$ cat src/rtl/roi_seed_issuer_pkg.sv
// Shared definitions for the read-only IV seed issuer.
// Holds the FSM state encoding, the seed word field layout
// and the parameter legality checks.
package roi_seed_issuer_pkg;

    // Default configuration
    localparam int unsigned DEF_ORAML           = 10;
    localparam int unsigned DEF_AES_ENTROPY     = 64;
    localparam int unsigned DEF_CHUNKS_PER_BKT  = 4;
    localparam int unsigned DEF_CHUNK_IDX_WIDTH = 2;
    localparam int unsigned DEF_AES_WIDTH       = 128;

    // Width of the optional stall counter
    localparam int unsigned STALL_CNT_W = 16;

    // Issuer FSM states
    typedef enum logic [2:0] {
        ST_IDLE    = 3'd0,
        ST_LOAD    = 3'd1,
        ST_WAIT    = 3'd2,
        ST_CAPTURE = 3'd3,
        ST_ISSUE   = 3'd4,
        ST_DONE    = 3'd5
    } state_e;

    // Seed word layout: chunk index in the LSBs, then BV, then BID, zero pad on top
    localparam int unsigned CHUNK_LSB = 0;

    function automatic int unsigned bv_lsb(input int unsigned chunk_idx_w);
        return chunk_idx_w;
    endfunction

    function automatic int unsigned bid_lsb(input int unsigned chunk_idx_w,
                                            input int unsigned entropy_w);
        return chunk_idx_w + entropy_w;
    endfunction

    // Number of seed word bits actually carrying information
    function automatic int unsigned seed_used_bits(input int unsigned oraml,
                                                   input int unsigned entropy_w,
                                                   input int unsigned chunk_idx_w);
        return oraml + 1 + entropy_w + chunk_idx_w;
    endfunction

    // Legal configuration: non-empty tree, chunk index wide enough, fields fit the seed word
    function automatic bit cfg_ok(input int unsigned oraml,
                                  input int unsigned entropy_w,
                                  input int unsigned chunks_per_bkt,
                                  input int unsigned chunk_idx_w,
                                  input int unsigned aes_w);
        bit ok;
        ok = (oraml >= 1) && (chunks_per_bkt >= 1) && (chunk_idx_w >= 1)
             && ((64'd1 << chunk_idx_w) >= 64'(chunks_per_bkt))
             && (seed_used_bits(oraml, entropy_w, chunk_idx_w) <= aes_w);
        return ok;
    endfunction

endpackage

$ cat src/rtl/roi_seed_issuer_pack.sv
// Combinational seed word formatter: {zero pad, BID, BV, ChunkIdx}.
module roi_seed_pack
    import roi_seed_issuer_pkg::*;
#(
    parameter int unsigned ORAML         = DEF_ORAML,
    parameter int unsigned AESEntropy    = DEF_AES_ENTROPY,
    parameter int unsigned ChunkIdxWidth = DEF_CHUNK_IDX_WIDTH,
    parameter int unsigned AESWidth      = DEF_AES_WIDTH
) (
    input  logic [ORAML:0]           bid,
    input  logic [AESEntropy-1:0]    bv,
    input  logic [ChunkIdxWidth-1:0] chunk_idx,
    output logic [AESWidth-1:0]      seed_word_c
);

    localparam int unsigned BvLsb  = bv_lsb(ChunkIdxWidth);
    localparam int unsigned BidLsb = bid_lsb(ChunkIdxWidth, AESEntropy);

    // Place each field at its fixed offset; unused upper bits stay zero
    always_comb begin
        seed_word_c                                = '0;
        seed_word_c[CHUNK_LSB +: ChunkIdxWidth]    = chunk_idx;
        seed_word_c[BvLsb +: AESEntropy]           = bv;
        seed_word_c[BidLsb +: ORAML + 1]           = bid;
    end

endmodule

$ cat src/rtl/roi_seed_issuer.sv
// Read-only path seed issuer: sequences the IV seed generator over one
// path and expands every bucket into ChunksPerBkt AES seed words.
// Optional feature: define ROI_SEED_PERF_EN to add the StallCycles counter.
module roi_seed_issuer
    import roi_seed_issuer_pkg::*;
#(
    parameter int unsigned ORAML         = DEF_ORAML,
    parameter int unsigned AESEntropy    = DEF_AES_ENTROPY,
    parameter int unsigned ChunksPerBkt  = DEF_CHUNKS_PER_BKT,
    parameter int unsigned ChunkIdxWidth = DEF_CHUNK_IDX_WIDTH,
    parameter int unsigned AESWidth      = DEF_AES_WIDTH
) (
    input  logic                  Clock,
    input  logic                  Reset,
    input  logic                  Start,
    input  logic [ORAML-1:0]      Leaf,
    input  logic [AESEntropy-1:0] Version,
    output logic                  Busy,
    output logic                  Done,
    output logic                  GenStart,
    output logic                  GenEnable,
    output logic [ORAML-1:0]      GenLeaf,
    output logic [AESEntropy-1:0] GenVersion,
    input  logic [AESEntropy-1:0] GenBV,
    input  logic [ORAML:0]        GenBID,
    output logic                  SeedValid,
    input  logic                  SeedReady,
    output logic [AESWidth-1:0]   SeedData
`ifdef ROI_SEED_PERF_EN
    ,
    output logic [STALL_CNT_W-1:0] StallCycles
`endif
);

    localparam int unsigned BktW = $clog2(ORAML + 1);

    if (!cfg_ok(ORAML, AESEntropy, ChunksPerBkt, ChunkIdxWidth, AESWidth)) begin : g_cfg_check
        $error("roi_seed_issuer: illegal parameter combination");
    end

    state_e                    state_q, state_d;
    logic                      busy_q, busy_d;
    logic                      done_q, done_d;
    logic                      gen_start_q, gen_start_d;
    logic                      gen_enable_q, gen_enable_d;
    logic                      seed_valid_q, seed_valid_d;
    logic [ORAML-1:0]          gen_leaf_q, gen_leaf_d;
    logic [AESEntropy-1:0]     gen_version_q, gen_version_d;
    logic [ORAML:0]            bid_q, bid_d;
    logic [AESEntropy-1:0]     bv_q, bv_d;
    logic [ChunkIdxWidth-1:0]  chunk_q, chunk_d;
    logic [BktW-1:0]           bkt_q, bkt_d;
    logic [AESWidth-1:0]       seed_data_q, seed_data_d;
    logic [AESWidth-1:0]       seed_word_c;
    logic                      handshake_c;
    logic                      last_chunk_c;
    logic                      last_bkt_c;

    assign handshake_c  = seed_valid_q & SeedReady;
    assign last_chunk_c = (chunk_q == ChunkIdxWidth'(ChunksPerBkt - 1));
    assign last_bkt_c   = (bkt_q == BktW'(ORAML));

    // Seed word for the next-cycle BID/BV/chunk values
    roi_seed_pack #(
        .ORAML         (ORAML),
        .AESEntropy    (AESEntropy),
        .ChunkIdxWidth (ChunkIdxWidth),
        .AESWidth      (AESWidth)
    ) u_pack (
        .bid         (bid_d),
        .bv          (bv_d),
        .chunk_idx   (chunk_d),
        .seed_word_c (seed_word_c)
    );

    // Next state, path registers and registered output strobes
    always_comb begin
        state_d       = state_q;
        gen_leaf_d    = gen_leaf_q;
        gen_version_d = gen_version_q;
        bid_d         = bid_q;
        bv_d          = bv_q;
        chunk_d       = chunk_q;
        bkt_d         = bkt_q;

        case (state_q)
            ST_IDLE: begin
                if (Start) begin
                    gen_leaf_d    = Leaf;
                    gen_version_d = Version;
                    state_d       = ST_LOAD;
                end
            end
            ST_LOAD: begin
                bkt_d   = '0;
                state_d = ST_WAIT;
            end
            ST_WAIT: begin
                state_d = ST_CAPTURE;
            end
            ST_CAPTURE: begin
                bid_d   = GenBID;
                bv_d    = GenBV;
                chunk_d = '0;
                state_d = ST_ISSUE;
            end
            ST_ISSUE: begin
                if (handshake_c) begin
                    if (!last_chunk_c) begin
                        chunk_d = chunk_q + ChunkIdxWidth'(1);
                    end else if (last_bkt_c) begin
                        state_d = ST_DONE;
                    end else begin
                        bkt_d   = bkt_q + BktW'(1);
                        state_d = ST_CAPTURE;
                    end
                end
            end
            ST_DONE: begin
                state_d = ST_IDLE;
            end
            default: begin
                state_d = ST_IDLE;
            end
        endcase

        // Strobes decoded from the next state so they line up with it after the edge
        busy_d       = (state_d != ST_IDLE);
        done_d       = (state_d == ST_DONE);
        gen_start_d  = (state_d == ST_LOAD);
        // The last bucket has nothing left to precompute
        gen_enable_d = (state_d == ST_CAPTURE) && (bkt_d < BktW'(ORAML));
        seed_valid_d = (state_d == ST_ISSUE);
    end

    // Seed word register: reload while issuing, otherwise hold
    always_comb begin
        seed_data_d = seed_data_q;
        if (seed_valid_d) begin
            seed_data_d = seed_word_c;
        end
    end

    // State and datapath registers
    always_ff @(posedge Clock or negedge Reset) begin
        if (!Reset) begin
            state_q       <= ST_IDLE;
            busy_q        <= 1'b0;
            done_q        <= 1'b0;
            gen_start_q   <= 1'b0;
            gen_enable_q  <= 1'b0;
            seed_valid_q  <= 1'b0;
            gen_leaf_q    <= '0;
            gen_version_q <= '0;
            bid_q         <= '0;
            bv_q          <= '0;
            chunk_q       <= '0;
            bkt_q         <= '0;
            seed_data_q   <= '0;
        end else begin
            state_q       <= state_d;
            busy_q        <= busy_d;
            done_q        <= done_d;
            gen_start_q   <= gen_start_d;
            gen_enable_q  <= gen_enable_d;
            seed_valid_q  <= seed_valid_d;
            gen_leaf_q    <= gen_leaf_d;
            gen_version_q <= gen_version_d;
            bid_q         <= bid_d;
            bv_q          <= bv_d;
            chunk_q       <= chunk_d;
            bkt_q         <= bkt_d;
            seed_data_q   <= seed_data_d;
        end
    end

`ifdef ROI_SEED_PERF_EN
    logic [STALL_CNT_W-1:0] stall_q, stall_d;

    // Saturating count of cycles where a seed waits on the AES front end
    always_comb begin
        stall_d = stall_q;
        if ((state_q == ST_IDLE) && Start) begin
            stall_d = '0;
        end else if (seed_valid_q && !SeedReady && (stall_q != {STALL_CNT_W{1'b1}})) begin
            stall_d = stall_q + STALL_CNT_W'(1);
        end
    end

    // Stall counter register
    always_ff @(posedge Clock or negedge Reset) begin
        if (!Reset) begin
            stall_q <= '0;
        end else begin
            stall_q <= stall_d;
        end
    end

    assign StallCycles = stall_q;
`endif

    assign Busy       = busy_q;
    assign Done       = done_q;
    assign GenStart   = gen_start_q;
    assign GenEnable  = gen_enable_q;
    assign GenLeaf    = gen_leaf_q;
    assign GenVersion = gen_version_q;
    assign SeedValid  = seed_valid_q;
    assign SeedData   = seed_data_q;

endmodule

$ cat config.mk
export PLATFORM = sky130hd
export DESIGN_NAME = roi_seed_issuer
export DESIGN_NICKNAME = d
export VERILOG_FILES = /design/src/rtl/roi_seed_issuer_pkg.sv /design/src/rtl/roi_seed_issuer_pack.sv /design/src/rtl/roi_seed_issuer.sv
export SDC_FILE = /design/constraint.sdc
export NUM_CORES = 1
export LEC_CHECK = 0
export ABC_AREA = 1
export CAP_MARGIN = 20
export CORE_UTILIZATION = 42
export CTS_CLUSTER_DIAMETER = 150
export CTS_CLUSTER_SIZE = 24
export DETAILED_ROUTE_END_ITERATION = 8
export PLACE_DENSITY = 0.83
export SLEW_MARGIN = 0
export SYNTH_ARGS = -nofsm -noshare
export SYNTH_HDL_FRONTEND = slang
export SYNTH_HIERARCHICAL = 1
export SYNTH_SLANG_ARGS = --single-unit
export TNS_END_PERCENT = 10
$ cat constraint.sdc
create_clock -name Clock -period 2.2 [get_ports Clock]
set_input_delay 0.33 -clock Clock [delete_from_list [all_inputs] [get_ports Clock]]
set_output_delay 0.33 -clock Clock [all_outputs]
set_load 0.02 [all_outputs]
# --- After elaboration in Yosys (flattened, before gate mapping) ---
# Index checks and enable logic that the tools add are counted.
totals:
  rom_bits: 0
  ram_bits: 0
  out_inout_bits: 207
  n_memories: 0
  latch_bits: 0
  register_bits: 240
op_classes:
  n_reduce_logical: 4
  shift: 0
  n_mul: 0
  n_div: 0
  mux: 14
  order_cmp: 1
  bitwise_logic: 1
  add_sub_neg: 2
  eq_ne: 10
ops:
  columns: ["op", "count"]
  rows:
  - ["64-bit two-way mux", 1]
  - ["3-bit one-hot mux with 5 select lines", 1]
  - ["3-bit two-way mux", 4]
  - ["4-bit two-way mux", 3]
  - ["11-bit two-way mux", 1]
  - ["3-bit by 2-bit equality test with 1-bit output (second input constant)", 3]
  - ["3-bit equality test (second input constant)", 3]
  - ["4-bit one-hot mux with 2 select lines", 1]
  - ["3-bit by 1-bit equality test with 1-bit output (second input constant)", 2]
  - ["4-bit by 1-bit adder with 4-bit output (second input constant)", 1]
  - ["4-bit equality test (second input constant)", 1]
  - ["4-bit less-than comparator (second input constant)", 1]
  - ["2-bit two-way mux", 2]
  - ["2-bit one-hot mux with 2 select lines", 1]
  - ["3-bit zero test", 1]
  - ["3-bit nonzero test", 1]
  - ["2-bit by 1-bit adder with 2-bit output (second input constant)", 1]
  - ["2-bit equality test (second input constant)", 1]
  - ["2-bit AND reduction", 1]
  - ["1-bit AND", 1]
  - ["1-bit logical AND", 1]

# --- Longest topological paths before layout ---
# Gate-level depths: netlist (run 1).
logic_depth:
  word_depth: 7
  ltp_mapped: 11

# --- Hierarchy ---
# Netlist (run 1), hierarchy kept.
modules_own_cells:
  columns: ["module", "area_per_inst_um2", "seq_area_each_um2", "cells_per_inst", "n_inst"]
  rows:
  - ["roi_seed_issuer", 11541.1, 7282.0, 1292, 1]
  - ["roi_seed_pack", 964.7, 0.0, 129, 1]

# --- Least setup slack after synthesis (run 1) ---
# Ideal clock, no wire load.
synth_timing:
  path_kind: "register -> register"
  from: "reg bkt_q[0]"
  to: "reg seed_data_q[18] (netlist: SeedData[18])"
  path_buffers: 2
  slack_ns: 0.472
  arrival_ns: 1.611
  stages_incl_launch_ff: 12
  cell_sequence: "dfrtp_1 -> inv_1 -> ha_1 -> nand3_1 -> nand2_1 -> o21ai_1 -> a21oi_2 -> nand3_1 -> buf_4 -> buf_4 -> nand2_1 -> nand2_1"
synth_between:
  elab_chain_len: 6
synth_lines:
  columns: ["element", "line", "text"]
  rows:
  - ["start, declared", "roi_seed_issuer.sv:52", "logic [BktW-1:0] bkt_q, bkt_d;"]
  - ["start signal, assigned", "roi_seed_issuer.sv:172", "bkt_q <= bkt_d;"]
  - ["4-bit equality test", "roi_seed_issuer.sv:61", "assign last_bkt_c = (bkt_q == BktW'(ORAML));"]
  - ["3-bit two-way mux", "roi_seed_issuer.sv:111", "end else if (last_bkt_c) begin"]
  - ["3-bit two-way mux", "roi_seed_issuer.sv:109", "if (!last_chunk_c) begin"]
  - ["3-bit two-way mux", "roi_seed_issuer.sv:108", "if (handshake_c) begin"]
  - ["3-bit one-hot mux with 5 select lines", "roi_seed_issuer.sv:86", "case (state_q)"]
  - ["3-bit equality test", "roi_seed_issuer.sv:133", "seed_valid_d = (state_d == ST_ISSUE);"]
  - ["end signal, assigned", "roi_seed_issuer.sv:173", "seed_data_q <= seed_data_d;"]
  - ["end, declared", "roi_seed_issuer.sv:53", "logic [AESWidth-1:0] seed_data_q, seed_data_d;"]
# No other way between the ends.
# A chain may end at the register's enable or synchronous reset.

# --- Final worst setup path (run 1) ---
layout_timing:
  from: "reg bkt_q[0]"
  to: "reg seed_data_q[4] (netlist: SeedData[4])"
# Same word-level chain as after synthesis.

==> metrics.txt, run 1 <==
nets 1820; Clock power frac 0.124; gr usage total 0.221; Worst-Margin Slew 0.542 ns; Post-route DRC 0; Routed Antenna Nets 0; synthesis-to-finish area growth 31.1%; final setup fails 0; switching pwr 0.0111 W; max-slew violations 0; synth warn 6; drt wl/cell 16.9 um; simple-gate share of the synthesized area 0.294; Inserted Clock Buffers 16; Root Buffer clkbuf_16; Worst-Skew Late Latency 0.51 ns; max cap viols 0; CTS sink cnt 291; Pre-antenna DRT Iters 6; clock-pin slew on the worst setup and hold paths 0.10 ns; Crit Path Category flop to flop; Pleak 8.19 nW; Finished Core Util 0.565; largest family of logic cells by synthesized area simple AND/OR/NAND/NOR gates; Sw Ratio 0.437; peak supply drop 1.08 mV; status complete, no violations; final period utilization 0.895; Cell Area, Synth 12500 um^2; Synth cell types 23; via count 10.2k; final hold violation count 0; H-tree level count 1; Seq pwr share 0.352; Pint 0.0144 W; Port Buffers 359; Die W 175 um; min-delay worst type input port to flop; XOR/XNOR share of the synthesized area 0; crit-path leading delay family buffers and inverters; Max clock buf depth 3; Initial DRC Count 812; crit start category flop; slowest CP cell dfrtp_1; Synth top area share 0.582; Synth area leaders dfrtp_1 (58%), nand2_1 (22%), buf_4 (8.4%); gpl congestion 0.807; RSZ-0062 raised after global routing no; Final HPWL DP 22100 um; initial core utilization 0.431; type of element capturing the critical path flop; register area share after synthesis 0.582; core area 29000 um^2; largest net degree at the start of global routing 131; Synth Area in Compound Gates 0.00490; Worst Clk Skew 0.0149 ns; initial antenna violation count 1; Post-Synthesis Cells 1421; CP max FO 19; Adder-Cell Fraction of Synth Area 0.00200; Rel. slew slack 0.639; row cnt 62; critical-path cell list inv_1, ha_1, nand3_2, nand2_1, o21ai_1, a21oi_4, nand3_4, buf_4, clkbuf_16, nand2_1, nand2_1; Tot Pwr 0.0255 W; CP Data Arrival Time 2.36 ns; CP Buf/Inv Count 3; proportion of layout cells with a drive suffix above 1 0.0390; first-pass GRT wire length 54200 um; vias in the first global route 10.4k; die area 30500 um^2; synthesized area per cell 8.80 um^2; Die H 175 um; crit-path most repeated cell nand2_1; Fmax 508 MHz; vias per cell 4.98; boundary pin count 360; Pwr Density 1560 nW/um^2; fin crit period 1.97 ns; grt ovf 0; mux contribution to synthesized area 0; synthesized flop and latch total 291; Post-Route WL 34600 um; critical path data required time 2.59 ns; Logic pwr share 0.524; highest cell delay on the worst timing path 0.40 ns; TritonCTS clock tree done; post-synth top area cell dfrtp_1
==> per-stage QoR <==
| step | area [um^2] | TNS, ns | instances | setup WS (ns) | hold WS [ns] |
|---|---|---|---|---|---|
| CTS | 16300 | 0 | 2044 | 0.130 | 0.323 |
| detailed placement | 15800 | -0.0907 | 2025 | -0.0288 | 0.330 |
| global route | 16400 | 0 | 2050 | 0.0331 | 0.335 |
| finish | 16400 | 0 | 2051 | 0.230 | 0.351 |
| global placement | 15800 | -0.00766 | 2025 | -0.00766 | 0.328 |
| floorplan | 12700 | 0 | 1471 | 0.472 | 0.0344 |
==> registers in the layout (all words and copies together) (netlist names) <==
name,flops
state_q,3
GenLeaf,10
SeedData,128
SeedValid,1
Done,1
bv_q,64
bid_q,11
bkt_q,4
Busy,1
GenVersion,64
GenEnable,1
GenStart,1
chunk_q,2
==> Yosys cell counts <==
cell / number
nand3_1: 14
o21ai_1: 1
nand4_1: 129
clkinv_1: 1
nand2_1: 729
o22ai_1: 2
a21oi_1: 7
buf_4: 140
conb_1: 1
nor2_1: 4
a21oi_2: 1
inv_2: 5
nor2_4: 2
nand3b_1: 1
ha_1: 2
clkbuf_1: 32
buf_2: 36
nor3_2: 1
inv_1: 13
dfrtp_1: 291
buf_1: 7
buf_6: 1
nor3_1: 1
==> placed cells by master (no fill, tap or decap) <==
cell,Yosys,routed
inv_1,13,12
nor3_1,1,1
nand3_2,0,1
inv_2,5,5
buf_12,0,14
buf_8,0,1
nand3b_1,1,1
nand3_4,0,2
dfrtp_1,291,291
buf_6,1,1
buf_4,140,13
nor2_1,4,4
nor3_4,0,1
diode_2,0,2
nand4_1,129,129
inv_4,0,1
clkinv_1,1,1
dlygate4sd3_1,0,1
clkdlybuf4s50_1,0,358
nand2_1,729,728
conb_1,1,51
buf_16,0,1
o21ai_1,1,1
o22ai_1,2,2
a21oi_1,7,7
ha_1,2,2
clkinv_16,0,1
nand2_4,0,1
clkbuf_16,0,20
nand3_1,14,11
a21oi_4,0,1
nor2_4,2,2
==> power by group through the flow <==
| stage | registers [W] | clock network, W | logic [W] |
|---|---|---|---|
| finish | 0.00899 | 0.00316 | 0.0134 |
| floorplan | 0.0109 | 0 | 0.00647 |
| global placement | 0.00896 | 0 | 0.0128 |
| detailed placement | 0.00903 | 0 | 0.0131 |
| CTS | 0.00899 | 0.00327 | 0.0132 |
| global route | 0.00923 | 0.00344 | 0.0145 |
==> final cells by class <==
type	instances	area, um^2
Inverter	19	73.8
Sequential cell	291	7280
Clock buffer	17	425
Timing Repair Buffer	392	4100
Tap cell	384	480
Multi-Input combinational cell	945	4000
Clock inverter	1	30.0
Antenna cell	2	5.00
Fill cell	2537	12600
==> worst reg2reg max path, cell delays in order (launching register included) <==
cell and delay (ns):
dfrtp_1 0.40, inv_1 0.12, ha_1 0.17, nand3_2 0.11
nand2_1 0.11, o21ai_1 0.12, a21oi_4 0.24, nand3_4 0.11
buf_4 0.18, clkbuf_16 0.19, nand2_1 0.07, nand2_1 0.06
==> layer usage <==
metal / global-route usage / part of all wire / wire, um
met5: 0 / 0 / 0
met4: 0.0707 / 0.033 / 1150
met3: 0.0682 / 0.095 / 3300
met2: 0.372 / 0.48 / 16700
met1: 0.272 / 0.39 / 13500
==> logic make-up after synthesis <==
| group | count (synthesis) |
|---|---|
| and+or+nand+nor | 881 |
| AOI/OAI and AO/OA | 11 |
| adders and majority gates | 2 |
| other | 1 |
| DFF | 291 |
| buffers and inverters | 235 |
==> timing repair <==
action / in CTS / in global routing
setup buffers: 0 / 2
hold buffers: 1 / 0
hold endpoints to repair: 61 / 0
gates resized for setup: 0 / 3
endpoints found under the setup margin: 0 / 44
==> worst paths after layout <==
path,endpoint,depth (start not counted),start,slack [ns]
setup / recovery,SeedData[4]$_DFFE_PN0P_,11,bkt_q[0]$_DFFE_PN0P_,0.23
hold / removal,GenVersion[12]$_DFFE_PN0P_,3,Version[12],0.35
setup reg to reg,SeedData[4]$_DFFE_PN0P_,11,bkt_q[0]$_DFFE_PN0P_,0.23
hold reg to reg,bid_q[10]$_DFF_PN0_,2,bid_q[10]$_DFF_PN0_,0.48
min in group asynchronous,SeedData[87]$_DFFE_PN0P_,2,Reset,0.38
max in group asynchronous,GenVersion[11]$_DFFE_PN0P_,3,Reset,1.08
No activity file was read; power rests on OpenSTA's default activity.
==> run 2: changes to the inputs <==
- CORE_ASPECT_RATIO: default -> 0.75
==> metrics.txt, run 2 (same netlist as run 1, synthesis figures left out) <==
Fmax 500 MHz (-1.5%); Ant. Diodes 0 (-2); cell count after placement 2036 (+0.54%); WHS Path Cells 3 (unchanged); vias in the first global route 9933 (-4.2%); final instance area 16300 um^2 (-0.69%); hold path endpoint GenLeaf[6]$_DFFE_PN0P_; CTS sink cnt 291 (unchanged); Worst-Margin Slew 0.619 ns (+0.0765 ns); boundary pin count 360 (unchanged); Port Buffers 359 (unchanged); proportion of layout cells with a drive suffix above 1 0.0373 (-0.00176); drt wl/cell 16.2 um (-4.0%); final period utilization 0.909 (+0.0136); Initial DRC Count 646 (-20%); Pleak 8.14 nW (-0.65%); Pre-antenna DRT Iters 5 (-1); status complete, no violations; post-CTS setup buffer count 0 (unchanged); clock-pin slew on the worst setup and hold paths 0.10 ns (about the same); min-delay worst type input port to flop; type of element capturing the critical path flop; via count 10.1k (-0.76%); max cap viols 0 (unchanged); synthesis-to-finish area growth 30.2%; row cnt 54 (-13%); first-pass GRT wire length 52600 um (-3.0%); final setup fails 0 (unchanged); peak supply drop 1.18 mV (+9.5%); Die H 151 um (-13%); Root Buffer clkbuf_16; Worst Clk Skew 0.0210 ns (+0.00610 ns); H-tree level count 1 (unchanged); commonest non-fill, non-tap cells in the layout nand2_1 (728), clkdlybuf4s50_1 (358), dfrtp_1 (291); Largest register FFs 128 (unchanged); initial core utilization 0.428 (-0.00259); core area 29200 um^2 (+0.60%); Finished Core Util 0.558 (-0.00725); TritonCTS clock tree done; CP max FO 68 (+49); Post-route DRC 0 (unchanged); Non-Filler Instances 2055 (+0.20%); Final HPWL DP 22700 um (+3.1%); Rel. slew slack 0.588 (-0.0510); gr usage total 0.215 (-0.00618); max-slew violations 0 (unchanged); Inserted Clock Buffers 16 (unchanged); die area 30500 um^2 (about the same); Post-Route WL 33300 um (-3.8%); grt ovf 0 (unchanged); initial antenna violation count 0 (-1); R2R Setup Slk 0.20 ns (-0.03 ns); Die W 201 um (+15%); R2R Path End SeedData[30]$_DFFE_PN0P_; critical path data required time 2.65 ns (+0.06 ns); gpl congestion 0.825 (+2.3%); RSZ-0062 raised after global routing yes; vias per cell 4.93 (-0.96%); DP Area 15800 um^2 (about the same); worst hold start Leaf[6]; nets 1818 (-0.11%); fin crit period 2.00 ns (+0.0299 ns); Crit Path Category flop to flop; R2R depth 9 (-2); final hold violation count 0 (unchanged); CP Data Arrival Time 2.45 ns (+0.09 ns); Worst-Skew Late Latency 0.50 ns (about the same); Tot Pwr 0.0251 W (-1.8%); Pwr Density 1540 nW/um^2 (-1.2%); Max clock buf depth 3 (unchanged); commonest non-fill, non-tap cell in the layout nand2_1; largest net degree at the start of global routing 99 (-24%); RR Startpoint bkt_q[0]$_DFFE_PN0P_; Routed Antenna Nets 0 (unchanged); crit start category flop
## run 2: cell count changes in the layout (fill, tap and decap cells not counted)
| cell | delta |
|---|---|
| buf_4 | +4 |
| clkbuf_16 | -3 |
| buf_12 | -2 |
| diode_2 | -2 |
| buf_16 | -1 |
| nand3_1 | +1 |
| nand3_2 | -1 |
## run 2: metrics by stage
stage | TNS, ns | setup slack, ns | hold WS [ns]
2_1_floorplan | 0 | 0.472 | 0.0344
3_3_place_gp | 0 | 0.107 | 0.359
3_5_place_dp | 0 | 0.0785 | 0.357
4_1_cts | 0 | 0.191 | 0.322
5_1_grt | -0.00458 | -0.00458 | 0.347
6_report | 0 | 0.200 | 0.345
## run 2: area by class of cell
class / instances / area [um^2]
fill: 2512 / 12900
clock buffer: 17 / 425
multi-input combinational: 945 / 4000
sequential: 291 / 7280
timing repair buffer: 390 / 3990
tap: 392 / 490
clock inverter: 1 / 30.0
inverter: 19 / 73.8
## run 2: how the worst max path moves through the flow
stage / startpoint / endpoint / slack [ns]
6_report: bkt_q[0]$_DFFE_PN0P_ / SeedData[30]$_DFFE_PN0P_ / 0.20
5_1_grt: bkt_q[0]$_DFFE_PN0P_ / SeedData[40]$_DFFE_PN0P_ / -0.005
4_1_cts: bkt_q[0]$_DFFE_PN0P_ / SeedData[4]$_DFFE_PN0P_ / 0.19
3_5_place_dp: SeedReady / SeedData[4]$_DFFE_PN0P_ / 0.08
3_3_place_gp: SeedReady / SeedData[26]$_DFFE_PN0P_ / 0.11
2_1_floorplan: bkt_q[0]$_DFFE_PN0P_ / SeedData[18]$_DFFE_PN0P_ / 0.47
## run 2: power breakdown
| part | total [W] | internal (W) | switching (W) | leakage, nW |
|---|---|---|---|---|
| sequential | 0.00902 | 0.00777 | 0.00125 | 3.66 |
| combinational | 0.0129 | 0.00494 | 0.00796 | 4.26 |
| clock | 0.00313 | 0.00141 | 0.00172 | 0.221 |
| total | 0.0251 | 0.0141 | 0.0109 | 8.14 |
## run 2: worst max-delay path, stage by stage, from the launching register on
cell and delay (ns):
dfrtp_1 0.39, inv_1 0.14, ha_1 0.18, nand3_1 0.15, nand2_1 0.13, o21ai_1 0.12
a21oi_4 0.24, buf_12 0.33, nand4_1 0.13, nand2_1 0.11
## run 2: timing repair
action,CTS,global route
endpoints found under the hold margin,65,0
hold buffers,1,0
resized for setup,0,1
setup endpoints to repair,0,4
## run 2: layer usage
metal  vias up  global-route usage  part of all wire  wire length, um
met5         -                   0                 0                0
met4         0              0.0489             0.021              688
met3        41              0.0598             0.092             3050
met2       409               0.350              0.47            15800
met1      4889               0.287              0.41            13800
li1       4795                   -                 -                -
==> run 3: changes to the inputs <==
- HOLD_SLACK_MARGIN: default -> 0.15
==> results of run 3 <==
No change in the layout: final DEF, timing and power equal those of run 2.
